==> config.mk <==
export PLATFORM = sky130hd
export DESIGN_NAME = delay_arbiter
export DESIGN_NICKNAME = d
export VERILOG_FILES = /design/src/rtl/delay_arbiter.sv
export SDC_FILE = /design/constraint.sdc
export NUM_CORES = 1
export LEC_CHECK = 0
export CORE_ASPECT_RATIO = 0.8
export CORE_UTILIZATION = 47
export DETAILED_ROUTE_END_ITERATION = 10
export GPL_TIMING_DRIVEN = 0
export PLACE_DENSITY = 0.91
export SLEW_MARGIN = 20
export SYNTH_ARGS = -nofsm -noshare
export SYNTH_HDL_FRONTEND = slang
export SYNTH_SLANG_ARGS = --single-unit
export TNS_END_PERCENT = 100
==> constraint.sdc <==
create_clock -name clk -period 2.1 [get_ports clk]
set_input_delay 0.21 -clock clk [delete_from_list [all_inputs] [get_ports clk]]
set_output_delay 0.21 -clock clk [all_outputs]
set_load 0.05 [all_outputs]
==> src/rtl/delay_arbiter.sv <==
// Round-robin arbiter handing one shared delay counter to four requesters; owner is granted, counts to its
// latched terminal value, then pulses done. All outputs registered; a dropped owner request aborts the run.
module delay_arbiter #(
  parameter int COUNTER_WIDTH = 10,
  parameter int NUM_REQ       = 4
) (
  input  logic                             clk,
  input  logic                             rst,
  input  logic [NUM_REQ-1:0]               req,
  input  logic [NUM_REQ*COUNTER_WIDTH-1:0] max_in,
  output logic [NUM_REQ-1:0]               grant,
  output logic [NUM_REQ-1:0]               done,
  output logic                             busy,
  output logic [1:0]                       active_id
);

  typedef enum logic [1:0] {
    ST_IDLE = 2'd0,
    ST_RUN  = 2'd1,
    ST_DONE = 2'd2
  } state_t;

  state_t                   state_q, state_d;
  logic [COUNTER_WIDTH-1:0] cnt_q, cnt_d;
  logic [COUNTER_WIDTH-1:0] max_q, max_d;
  logic [1:0]               last_q, last_d;
  logic [1:0]               active_q, active_d;
  logic [NUM_REQ-1:0]       grant_q, grant_d;
  logic [NUM_REQ-1:0]       done_q, done_d;
  logic                     busy_q, busy_d;

  logic                     win_found;
  logic [1:0]               win_id;
  logic [1:0]               cand;
  logic [COUNTER_WIDTH-1:0] win_max;
  logic [NUM_REQ-1:0]       act_oh;

  // Search starts one past the last owner and wraps, so the previous owner has lowest priority.
  always_comb begin
    win_found = 1'b0;
    win_id    = last_q;
    cand      = '0;
    for (int k = 1; k <= NUM_REQ; k++) begin
      cand = last_q + 2'(k);
      if (!win_found && req[cand]) begin
        win_found = 1'b1;
        win_id    = cand;
      end
    end
    win_max = max_in[win_id*COUNTER_WIDTH +: COUNTER_WIDTH];
  end

  always_comb begin
    state_d  = state_q;
    cnt_d    = cnt_q;
    max_d    = max_q;
    last_d   = last_q;
    active_d = active_q;
    case (state_q)
      ST_IDLE: begin
        cnt_d = '0;
        if (win_found) begin
          state_d  = ST_RUN;
          max_d    = win_max;
          last_d   = win_id;
          active_d = win_id;
        end
      end
      ST_RUN: begin
        // Abort has precedence over reaching the terminal count.
        if (!req[active_q]) begin
          state_d = ST_IDLE;
          cnt_d   = '0;
        end else if (cnt_q == max_q) begin
          state_d = ST_DONE;
        end else begin
          cnt_d = cnt_q + COUNTER_WIDTH'(1);
        end
      end
      ST_DONE: begin
        state_d = ST_IDLE;
        cnt_d   = '0;
      end
      default: begin
        state_d  = ST_IDLE;
        cnt_d    = '0;
        active_d = '0;
      end
    endcase
  end

  // Outputs are derived from the next state so that they can be registered without a cycle of lag.
  always_comb begin
    act_oh           = '0;
    act_oh[active_d] = 1'b1;
    grant_d          = (state_d == ST_RUN)  ? act_oh : '0;
    done_d           = (state_d == ST_DONE) ? act_oh : '0;
    busy_d           = (state_d == ST_RUN) || (state_d == ST_DONE);
  end

  always_ff @(posedge clk) begin
    if (!rst) begin
      state_q  <= ST_IDLE;
      cnt_q    <= '0;
      max_q    <= '0;
      last_q   <= 2'd3;
      active_q <= '0;
      grant_q  <= '0;
      done_q   <= '0;
      busy_q   <= 1'b0;
    end else begin
      state_q  <= state_d;
      cnt_q    <= cnt_d;
      max_q    <= max_d;
      last_q   <= last_d;
      active_q <= active_d;
      grant_q  <= grant_d;
      done_q   <= done_d;
      busy_q   <= busy_d;
    end
  end

  assign grant     = grant_q;
  assign done      = done_q;
  assign busy      = busy_q;
  assign active_id = active_q;

endmodule

==> results.md <==
* Final #Nets at 319
* TritonCTS clock tree: built
* Post-route clock period utilization at between 90% and 100%
* Cell Count, Final, Fillers Out at 323
* Root Driver: clkbuf_8
* HP Start: rst
* Synthesized area at approximately 1900 sq um
* 1st-pass router iterations at 4
* Initial antenna violation count at 0
* Wire per inst at 13.3 um
* # diodes at 0
* Crit path max fanout at 6
* Final GP Congestion at ~0.82
* Final WL at 4290 um
* Worst r2r src: state_q[0]
* Syn avg cell area at 9.31 sq um
* Setup TNS at 0 ps
* Multi-input gate area at 1110 sq um
* Max cap viols at 0
* Initial drt markers at 96
* Util after Layout at a little under 70%
* Main flop type after synthesis: dfxtp_1
* Fill cell total of the finished layout at about 290
* Largest net degree at the start of global routing at 12
* DIE WIDTH at 72.5 um
* Worst hold path cell count at 2
* Routed wl met2 at 2050 um
* Clock buffer depth at 2
* Leakage at about 1.1 nW
* Sequential share of the synthesized area at 37.5%
* Asr flop ratio synth at 0%
* Num CTS Buffers at 5
* DR vias at approximately 1700
* Crit Path Category: reg2reg
* Seq. cell area at 702 sq um
* Global-route wire length before repair at ~7100 um
* Library cells used by synthesis at 38
* PwrDens at 795 nW/um^2
* Clock transition at the registers of the reported paths at around 70 ps
* Hpwl dp at 3170 um
* Hold crit path type: in2reg
* Row count at 20
* Ys Warns at 0
* CP Launch Type: flip-flop
* Antenna viol nets, final at 0
* Top Layer Used: met4
* Initial Util at 49.2%
* CTS sink cnt at 35
* VDD IR max at 0.000577 V
* R2r worst-path depth at 9
* Vias per cell at 5.31
* Flops & latches, synth at 35
* Chip height at 58.4 um
* Worst path arrival time at 2210 ps
* Port Buffer Count at 55
* Area Overhead vs Synth at 40.9%
* Worst slew pin tran at 603 ps
* Crit path from: state_q[0]
* Worst Hold Slack at 288 ps
* Syn nets at roughly 250
* DIE AREA at 4240 sq um
* Vias in the first global route at roughly 1600
* Setup crit end kind: flip-flop
* Io pins at 57
* Total core area at approximately 3800 sq um
* Post-synth EDFFs at 0
* Commonest non-fill, non-tap cells in the layout: clkdlybuf4s50_1, dfxtp_1, nand2_1
* Syn Inst Count at 201
* Final hold violation count at 0
* Met1 Wirelength at 1980 um
* # DRC at 0
* Crit path required time at 2270 ps
* GR Util All Layers at 21.7%
* Final Total Pwr at 0.00209 W
* Max-Slew Margin vs Limit at 59.7%
* Post-layout minimum cycle time at a little over 2000 ps
* Clock Skews at a little over 4 ps
* Status: finished clean
* Number of cells after detailed placement at 311
* Maximum clock frequency at 492 MHz
* Met3 WL post-DR at 203 um
* Clk Latency, worst-skew pair at 280 ps
* Gr ovfl total at 0
* Max-slew violation count at 0
* Commonest non-fill, non-tap cell in the layout: clkdlybuf4s50_1
* Final setup violation count at 0
* Layout cell share with drive strength beyond 1 at 10.1%
* H-Tree Depth at 2
sequential cells by signal (all words and copies together), names as in the netlist:
register / cells
cnt_q: 10
max_q: 10
done: 4
grant: 4
active_id: 2
last_q: 2
state_q: 2
busy: 1
cells in the mapped netlist (all sizes together) (2+ instances only):
master	n	area, sq um
ha	6	75.1
nand4	3	18.8
or3	8	50.1
nor4	2	27.5
xnor2	8	70.1
o21ai	9	45.0
a31oi	2	27.5
xor2	3	26.3
o221ai	10	87.6
and3b	2	17.5
a21oi	10	50.1
inv	6	22.5
mux2i	22	220
a21o	2	15.0
buf	7	42.5
nand2	23	86.3
and3	5	31.3
dfxtp	35	701
nand2b	5	31.3
nand3	7	40.0
and2	4	25.0
nand3b	2	15.0
nor2	10	37.5
report_power, final:
group | switching (W) | internal [W]
clock network | 0.000241 | 0.000298
registers | 0.0000549 | 0.000741
logic | 0.000399 | 0.000360
metal layers:
metal	GRT usage, %	up-vias
li1	-	863
met4	6.72	0
met2	36.7	61
met3	4.28	6
met5	0	-
met1	28.0	785
what timing repair did:
item / 4_1_cts / 5_1_grt
resized for setup: 0 / 3
buffers inserted: 0 / 4
hold buffers: 0 / 0
setup endpoints to repair: 0 / 15
area by class of cell:
class                   instances  share of cell area [%]
clock buffers                   7                    3.65
clock inverters                 1                   0.285
well taps                      55                    2.61
multi-input cells             152                    42.0
inverters                       6                   0.854
flip-flops and latches         35                    26.6
repair buffers                 59                    22.1
plain buffers                   8                    1.85
stage by stage:
stage               setup slack, ps  cell area, sq um
CTS                            28.0              2590
detailed placement             -232              2490
global placement               -186              2490
global route                  -23.9              2640
finish                         66.1              2640
floorplan                       132              1870
worst max-delay path, cell delays in order (launching register included):
cell and delay, ps:
dfxtp_1 390, inv_1 80, ha_1 270, nor2b_1 150
buf_2 170, a21oi_1 140, o31a_1 230, inv_1 60
ha_1 230, and3b_1 200
logic make-up after synthesis:
| family | synth area share, % |
|---|---|
| adder cells (fa/ha/maj) | 4.01 |
| flip-flops | 37.5 |
| AO/OA/AOI/OAI | 14.8 |
| AND/OR/NAND/NOR | 21.9 |
| buffers and inverters | 3.68 |
| multiplexers | 13.0 |
| XOR/XNOR | 5.15 |
path summary, 6_finish.rpt:
path / slack [ps] / end
worst max-delay path: 70 / grant[3]
worst min-delay path: 290 / last_q[1]
worst max register to register: 70 / grant[3]
worst min register to register: 500 / max_q[9]
(Power assumes the default switching activity.)
